==> src/rtl/router_pkg.sv <==
// Shared constants for the router datapath: default byte width, address codes
// and header field positions.
package router_pkg;

  localparam int DEF_DATA_WIDTH = 8;

  typedef enum logic [1:0] {
    ADDR_0       = 2'b00,
    ADDR_1       = 2'b01,
    ADDR_2       = 2'b10,
    ADDR_INVALID = 2'b11
  } addr_e;

  localparam int ADDR_LSB = 0;
  localparam int ADDR_MSB = 1;
  localparam int LEN_LSB  = 2;

  // The length field runs up to the top bit of the byte, so it scales with width.
  function automatic int len_msb(input int width);
    return width - 1;
  endfunction

endpackage

==> src/rtl/router_reg.sv <==
// Router datapath register: header capture, full-FIFO hold byte, XOR parity and error flag.
// Optional payload-length check enabled by defining ROUTER_REG_LEN_CHECK_EN.
module router_reg
  import router_pkg::*;
#(
  parameter int DATA_WIDTH = DEF_DATA_WIDTH
) (
  input  logic                  clock,
  input  logic                  resetn,
  input  logic                  pkt_valid,
  input  logic [DATA_WIDTH-1:0] data_in,
  input  logic                  fifo_full,
  input  logic                  detect_add,
  input  logic                  lfd_state,
  input  logic                  ld_state,
  input  logic                  laf_state,
  input  logic                  full_state,
  input  logic                  rst_int_reg,
  output logic [DATA_WIDTH-1:0] dout,
  output logic                  parity_done,
  output logic                  low_pkt_valid,
  output logic                  err
);

  localparam int LEN_MSB = len_msb(DATA_WIDTH);

  logic [DATA_WIDTH-1:0] header_q, header_d;
  logic [DATA_WIDTH-1:0] hold_q, hold_d;
  logic [DATA_WIDTH-1:0] dout_q, dout_d;
  logic [DATA_WIDTH-1:0] int_par_q, int_par_d;
  logic [DATA_WIDTH-1:0] pkt_par_q, pkt_par_d;
  logic                  pd_q, pd_d;
  logic                  lpv_q, lpv_d;
  logic                  err_q, err_d;
  logic                  mismatch;

`ifdef ROUTER_REG_LEN_CHECK_EN
  logic [LEN_MSB-LEN_LSB:0] len_q, len_d;

  always_comb begin
    len_d = len_q;
    if (detect_add)
      len_d = '0;
    else if (ld_state && pkt_valid && !(&len_q))
      len_d = len_q + 1'b1;
  end

  always_ff @(posedge clock or negedge resetn) begin
    if (!resetn) len_q <= '0;
    else         len_q <= len_d;
  end

  assign mismatch = (int_par_q != pkt_par_q) || (len_q != header_q[LEN_MSB:LEN_LSB]);
`else
  assign mismatch = (int_par_q != pkt_par_q);
`endif

  always_comb begin
    header_d  = header_q;
    hold_d    = hold_q;
    dout_d    = dout_q;
    int_par_d = int_par_q;
    pkt_par_d = pkt_par_q;
    pd_d      = pd_q;
    lpv_d     = lpv_q;
    err_d     = err_q;

    if (detect_add && pkt_valid && (data_in[ADDR_MSB:ADDR_LSB] != ADDR_INVALID))
      header_d = data_in;

    // full_state falls through to the hold branch: dout and hold_byte keep their values.
    if (lfd_state)                    dout_d = header_q;
    else if (ld_state && !fifo_full)  dout_d = data_in;
    else if (ld_state)                hold_d = data_in;
    else if (laf_state)               dout_d = hold_q;

    // Payload is counted on arrival, even if it is parked in hold_byte.
    if (detect_add)                   int_par_d = '0;
    else if (lfd_state)               int_par_d = int_par_q ^ header_q;
    else if (ld_state && pkt_valid)   int_par_d = int_par_q ^ data_in;

    if (ld_state && !pkt_valid) pkt_par_d = data_in;

    if (rst_int_reg)            lpv_d = 1'b0;
    if (ld_state && !pkt_valid) lpv_d = 1'b1;

    if (ld_state && !pkt_valid && !fifo_full) pd_d = 1'b1;
    if (laf_state && lpv_q && !pd_q)          pd_d = 1'b1;
    if (detect_add)                           pd_d = 1'b0;

    if (rst_int_reg && pd_q)       err_d = mismatch;
    if (detect_add && pkt_valid)   err_d = 1'b0;
  end

  always_ff @(posedge clock or negedge resetn) begin
    if (!resetn) begin
      header_q  <= '0;
      hold_q    <= '0;
      dout_q    <= '0;
      int_par_q <= '0;
      pkt_par_q <= '0;
      pd_q      <= 1'b0;
      lpv_q     <= 1'b0;
      err_q     <= 1'b0;
    end else begin
      header_q  <= header_d;
      hold_q    <= hold_d;
      dout_q    <= dout_d;
      int_par_q <= int_par_d;
      pkt_par_q <= pkt_par_d;
      pd_q      <= pd_d;
      lpv_q     <= lpv_d;
      err_q     <= err_d;
    end
  end

  assign dout          = dout_q;
  assign parity_done   = pd_q;
  assign low_pkt_valid = lpv_q;
  assign err           = err_q;

`ifndef SYNTHESIS
  strobes_onehot: assert property (@(posedge clock) disable iff (!resetn)
    $onehot0({detect_add, lfd_state, ld_state, laf_state, full_state, rst_int_reg}));
`endif

endmodule

==> config.mk <==
export PLATFORM = sky130hd
export DESIGN_NAME = router_reg
export DESIGN_NICKNAME = d
export VERILOG_FILES = /design/src/rtl/router_pkg.sv /design/src/rtl/router_reg.sv
export SDC_FILE = /design/constraint.sdc
export NUM_CORES = 1
export LEC_CHECK = 0
export ABC_AREA = 1
export BUFFER_PORTS_ARGS = -buffer_cell sky130_fd_sc_hd__buf_2
export CORE_MARGIN = 4
export CORE_UTILIZATION = 30
export CTS_BUF_LIST = sky130_fd_sc_hd__clkbuf_8
export DETAILED_ROUTE_END_ITERATION = 12
export GPL_TIMING_DRIVEN = 0
export PLACE_DENSITY_LB_ADDON = 0.1
export REMOVE_ABC_BUFFERS = 1
export SYNTH_ARGS = -nofsm -noshare
export SYNTH_HDL_FRONTEND = slang
export SYNTH_SLANG_ARGS = --single-unit
export TNS_END_PERCENT = 100
==> constraint.sdc <==
create_clock -name clock -period 1 [get_ports clock]
set_input_delay 0.2 -clock clock [delete_from_list [all_inputs] [get_ports clock]]
set_output_delay 0.2 -clock clock [all_outputs]
set_load 0.02 [all_outputs]
==> out/qor.yml, run 1 <==
power_and_ir_drop:
  powerDensity_mw_per_mm2: 1690
  seq_power_share_pct: 47.7
  ir_drop_uv: 814
  p_clk_share_pct: 28.2
  leakage_uw: 0.00135
  p_comb_share_pct: 24.2
  p_int_uw: 3100
  power_switching_uw: 1390
  sw_frac_of_total_pct: 31.0
synthesis:
  syn_area_per_cell_um2: 7.70
  syn_inst: 272
  synth_edf_count: 0
  synth-seq-area-share_pct: 51.4
  yosys_warnings: 0
  synthDistinctLibCells: 19
  synthesis.area_mm2: 0.00209
  ys_async_sr_fraction_pct: 100
  ys_ff_latch: 43
  synth_ff_type: "dfrtp_1"
global_route:
  antenna_found_initial: 0
  grt_overflow_total: 0
  grt_first_pass_wirelength_um: 8830
  grt_usage_pct: 13.3
  grt_pass1_vias: 1761
  grt_max_degree: 44
placement:
  numPortBuffers: 27
  gp_congestion: 0.738
  dp_hpwl_um: 3630
  dpl_cell_area_mm2: 0.00232
  pre_cts_ws_ns: -0.567
  dp.cells: 390
worst_setup_path:
  required_ns: 0.80
  reg2reg_from: "int_par_q[6]"
  crit_family: "flip-flops"
  cp-end-kind: "output pin"
  slowest_delay_ns: 0.41
  crit_chain: "buf_6"
  start_kind: "register"
  r2r_cells: 4
  startpoint: "parity_done"
  r2r_end: "err"
  critPathBufInv: 1
  path_max_fanout: 3
  cp.arrival_ns: 0.86
  critPathKind: "register to output pin"
  rrSetupSlack_ns: 0.02
  cp_slowest_cell: "dfrtp_1"
clock_network:
  cts_tree: "yes"
  cts-hold-fix-buffers: 0
  cts-root-buf: "clkbuf_8"
  cts_buffers: 5
  htreeDepth: 2
  clock_latency_ns: 0.30
  cts.path.max_buffers: 2
  cts.sinks: 43
  cts.clk_slew.worst_paths_ns: 0.09
routing:
  drc_errors: 0
  antenna_left: 0
  vias: 1821
  dr.pass1.iters: 4
  dr.first_iter.drc_count: 84
  viasPerCell: 4.45
  finalWirelength_um: 5050
  wire_per_inst_um: 12.3
sta:
  layout_setup_ws_ns: -0.0563
  finClkSkew_ns: 0.00991
  worst_slew_pin_slew_ns: 1.02
  fmax_ghz: 0.947
  slew_violations: 0
  rsz0062_at_grt: "true"
  post-route-min-period_ns: 1.06
  hold_viol_final: 0
  tns_ns: -0.313
  setup_viol: 11
  relSlewSlack_pct: 31.9
  timing.final.crit_share_pct: 106
die:
  die_x_um: 91.5
  start_util_pct: 30.8
  ios: 29
  coreArea_mm2: 0.00679
  die_h_um: 91.5
  rows: 30
  die_area_mm2: 0.00838
layout:
  drive_above_1_share_pct: 21.1
  final_area_mm2: 0.00265
  instances_no_fill: 409
  syn_to_final_growth_pct: 26.7
  fillerInstances: 737
  insertedDiodeCount: 0
  nets: 330
run_status:
  status: "finished, violations left"
  violations: "setup timing"
hold_path:
  hp-class: "primary input to asynchronous set/reset pin"
run:
  maxCapViolCount: 0
[layout make-up]
cell class | count | area, um2 | area share [%]
Multi-Input combinational cell | 181 | 896 | 33.8
Timing Repair Buffer | 38 | 289 | 10.9
Tap cell | 96 | 120 | 4.53
Clock inverter | 1 | 7.51 | 0.283
Inverter | 43 | 166 | 6.28
Clock buffer | 7 | 96.3 | 3.63
Sequential cell | 43 | 1080 | 40.6
[per-layer routing]
| layer | vias to the layer above | wire length [um] | GRT usage (%) |
|---|---|---|---|
| li1 | 940 | - | - |
| met1 | 838 | 2470 | 18.5 |
| met2 | 35 | 2280 | 20.5 |
| met3 | 8 | 217 | 2.98 |
| met4 | 0 | 78 | 4.27 |
| met5 | - | 0 | 0 |
[through the flow]
step	total power [uW]	util (%)	hold slack, ns
after floorplan	2720	-	-0.0956
after global placement	3020	34.1	0.425
after detailed placement	3030	34.1	0.430
after CTS	4460	37.3	0.105
after global routing	4800	39.0	0.136
final	4490	39.0	0.0765
[timing repair]
| action | 4_1_cts | 5_1_grt |
|---|---|---|
| setup endpoints to repair | 35 | 41 |
| gates resized for setup | 27 | 27 |
| pin swaps | 4 | 12 |
| setup buffers | 3 | 8 |
[cell families (layout without fill, tap and decap cells)]
family / after synthesis / count (layout) / share of synthesized area [%]
AO/OA/AOI/OAI: 55 / 55 / 13.5
XOR/XNOR: 3 / 3 / 1.26
flip-flops: 43 / 43 / 51.4
AND/OR/NAND/NOR: 123 / 123 / 24.6
buffers and inverters: 48 / 89 / 9.26
[placed cells by master (no fill, tap or decap), types with 2 or more instances in the layout]
cell type and count:
inv_1 40, clkbuf_8 7, nand2_2 4, nor2_1 15
inv_4 2, buf_6 11, nand3_1 11, buf_2 15
nor2_4 2, dfrtp_1 43, o21ai_1 16, a21oi_1 9
buf_4 11, nand2_1 84, o21ai_2 3, xnor2_1 3
o21ai_0 25, nand3_4 2
[flip-flops by register name, indices dropped and copies added, names as in the netlist]
| signal | cells |
|---|---|
| err | 1 |
| dout | 8 |
| header_q | 8 |
| low_pkt_valid | 1 |
| parity_done | 1 |
| pkt_par_q | 8 |
| int_par_q | 8 |
| hold_q | 8 |
[synth_stat cells, types with 2 or more instances]
library cell	number	share of area (%)
nand2_1	87	16
buf_4	3	1.1
o21ai_1	8	1.9
xnor2_1	3	1.3
o21ai_0	36	8.6
dfrtp_1	43	51
inv_2	2	0.36
buf_2	2	0.48
nor2_1	16	2.9
nand2_2	2	0.60
nand3_1	13	3.1
a21oi_1	10	2.4
inv_1	41	7.4
[power groups by stage]
| stage | logic [uW] | registers [uW] | clock network (uW) |
|---|---|---|---|
| after floorplan | 500 | 2220 | 0 |
| after global placement | 867 | 2160 | 0 |
| after detailed placement | 877 | 2150 | 0 |
| after CTS | 1000 | 2140 | 1320 |
| after global routing | 1250 | 2170 | 1380 |
| final | 1080 | 2140 | 1270 |
[how the worst max path moves through the flow]
stage	to	slack, ns	cells after the start
after floorplan	err	-0.007	7
after global placement	hold_q[2]	-0.55	4
after detailed placement	hold_q[1]	-0.57	4
after CTS	parity_done	-0.06	1
after global routing	err	-0.10	7
final	parity_done	-0.06	1
Note: power is estimated with default switching activity, not from simulation.
==> inputs of run 2 (changes only) <==
ABC_CLOCK_PERIOD_IN_PS = 1000   (was default)
BUFFER_PORTS_ARGS = default   (was -buffer_cell sky130_fd_sc_hd__buf_2)
DONT_BUFFER_PORTS = 1   (was default)
==> out/qor.yml, run 2 (synthesized netlist as in run 1, its figures left out) <==
run_status:
  status: "finished, violations left"
  violations: "hold timing, setup timing"
routing:
  dr.pass1.iters: 4
  drc_errors: 0
  dr.first_iter.drc_count: 54
  vias: 1646
  wire_per_inst_um: 13.1
  finalWirelength_um: 4920
  antenna_left: 0
  viasPerCell: 4.39
layout:
  fillerInstances: 752
  final_cell_mix: "nand2_1 (84), inv_1 (40), dfrtp_1 (36)"
  nets: 296
  final_area_mm2: 0.00237
  drive_above_1_share_pct: 11.8
  syn_to_final_growth_pct: 13.1
  insertedDiodeCount: 0
  final-seq-area_mm2: 0.00108
  multi_input_area_um2: 850
  layout_commonest_cell: "nand2_1"
die:
  ios: 29
  start_util_pct: 30.8
  die_h_um: 91.5
  coreArea_mm2: 0.00679
  rows: 30
  die_area_mm2: 0.00838
  die_x_um: 91.5
sta:
  tns_ns: -0.0355
  relSlewSlack_pct: 57.1
  post-route-min-period_ns: 1.04
  rsz0062_at_grt: "true"
  layout_setup_ws_ns: -0.0355
  setup_viol: 1
  slew_violations: 0
  hold_viol_final: 43
  timing.hold.ws_ns: -0.415
  worst_slew_pin_slew_ns: 0.642
  finClkSkew_ns: 0.00501
  fmax_ghz: 0.966
  timing.final.crit_share_pct: 104
worst_setup_path:
  slowest_delay_ns: 0.45
  path_common_cell: "nor2_1"
  crit_family: "flip-flops"
  critPathKind: "register to register"
  required_ns: 1.19
  crit_chain: "nand2_2, inv_2, nand2_1, nor2_1, nand3_1, nor2_1, nor2_1"
  path_max_fanout: 3
  r2r_end: "err"
  cp_slowest_cell: "dfrtp_2"
  start_kind: "register"
  cp.arrival_ns: 1.23
  critPathBufInv: 1
  rrSetupSlack_ns: -0.04
  reg2reg_from: "parity_done"
  r2r_cells: 7
  cp-end-kind: "register"
placement:
  gp_congestion: 0.739
  numPortBuffers: 0
  dpl_cell_area_mm2: 0.00218
  pre_cts_ws_ns: -0.297
  dp_hpwl_um: 3630
power_and_ir_drop:
  power.total_uw: 4320
  powerDensity_mw_per_mm2: 1820
  ir_drop_uv: 625
  leakage_uw: 0.00118
global_route:
  grt_usage_pct: 12.6
  grt_overflow_total: 0
  grt_max_degree: 44
  antenna_found_initial: 0
  grt_first_pass_wirelength_um: 8190
  grt_pass1_vias: 1580
clock_network:
  htreeDepth: 2
  cts-root-buf: "clkbuf_8"
  cts.clk_slew.worst_paths_ns: 0.08
  cts.sinks: 43
  clock_latency_ns: 0.30
  cts-hold-fix-buffers: 2
  cts_tree: "yes"
  cts.path.max_buffers: 2
  cts_buffers: 5
run:
  maxCapViolCount: 0
hold_path:
  hp-class: "primary input to asynchronous set/reset pin"
## run 2: changes by cell type in the layout (fill, tap and decap cells not counted), sizes merged
cell	before	now
bufinv	0	1
clkinvlp	1	0
clkinv	0	1
dlygate4sd3	0	2
buf	37	2
clkbuf	8	6
## run 2: worst register-to-register path, cell delays in order, from the launching register on
cell,delay [ns]
dfrtp_2,0.45
nand2_2,0.07
inv_2,0.05
nand2_1,0.04
nor2_1,0.08
nand3_1,0.07
nor2_1,0.10
nor2_1,0.06
## run 2: worst max path at each step
stage / start / to / slack [ns] / cells after the start
4_1_cts: parity_done / err / -0.06 / 7
2_1_floorplan: parity_done / err / -0.007 / 7
3_5_place_dp: lfd_state / hold_q[6] / -0.30 / 3
3_3_place_gp: lfd_state / hold_q[5] / -0.31 / 3
5_1_grt: parity_done / err / -0.13 / 7
6_report: parity_done / err / -0.04 / 7
## run 2: repair_timing
action,4_1_cts,5_1_grt
endpoints found under the setup margin,2,32
resized for setup,1,23
setup buffers,0,2
endpoints found under the hold margin,47,43
pin swaps,5,5
## run 2: metrics by stage
| stage | utilization [%] | hold slack, ns | cells |
|---|---|---|---|
| final | 34.9 | -0.415 | 375 |
| after global routing | 34.9 | -0.436 | 375 |
| after CTS | 34.1 | -0.430 | 373 |
| after detailed placement | 32.1 | -0.0937 | 363 |
| after global placement | 32.1 | -0.0940 | 363 |
| after floorplan | - | -0.0956 | 267 |
## run 2: layout make-up
cell class / count / share of cell area, %
multi-input cells: 181 / 35.9
well taps: 96 / 5.07
clock buffers: 6 / 3.49
clock inverters: 2 / 1.48
flip-flops and latches: 43 / 45.8
inverters: 43 / 6.81
repair buffers: 4 / 1.48
## run 2: where the power goes
group | internal, uW | switching [uW]
sequential | 1990 | 244
clock | 809 | 618
combinational | 269 | 384
total | 3070 | 1250
## run 2: per-layer routing
metal | vias to the layer above | routed length, um | GRT usage, % | share of wire [%]
met2 | 26 | 2250 | 19.6 | 46
li1 | 857 | - | - | -
met1 | 755 | 2390 | 17.0 | 48
met4 | 0 | 74 | 4.52 | 1.5
met3 | 8 | 210 | 3.15 | 4.3
met5 | - | 0 | 0 | 0
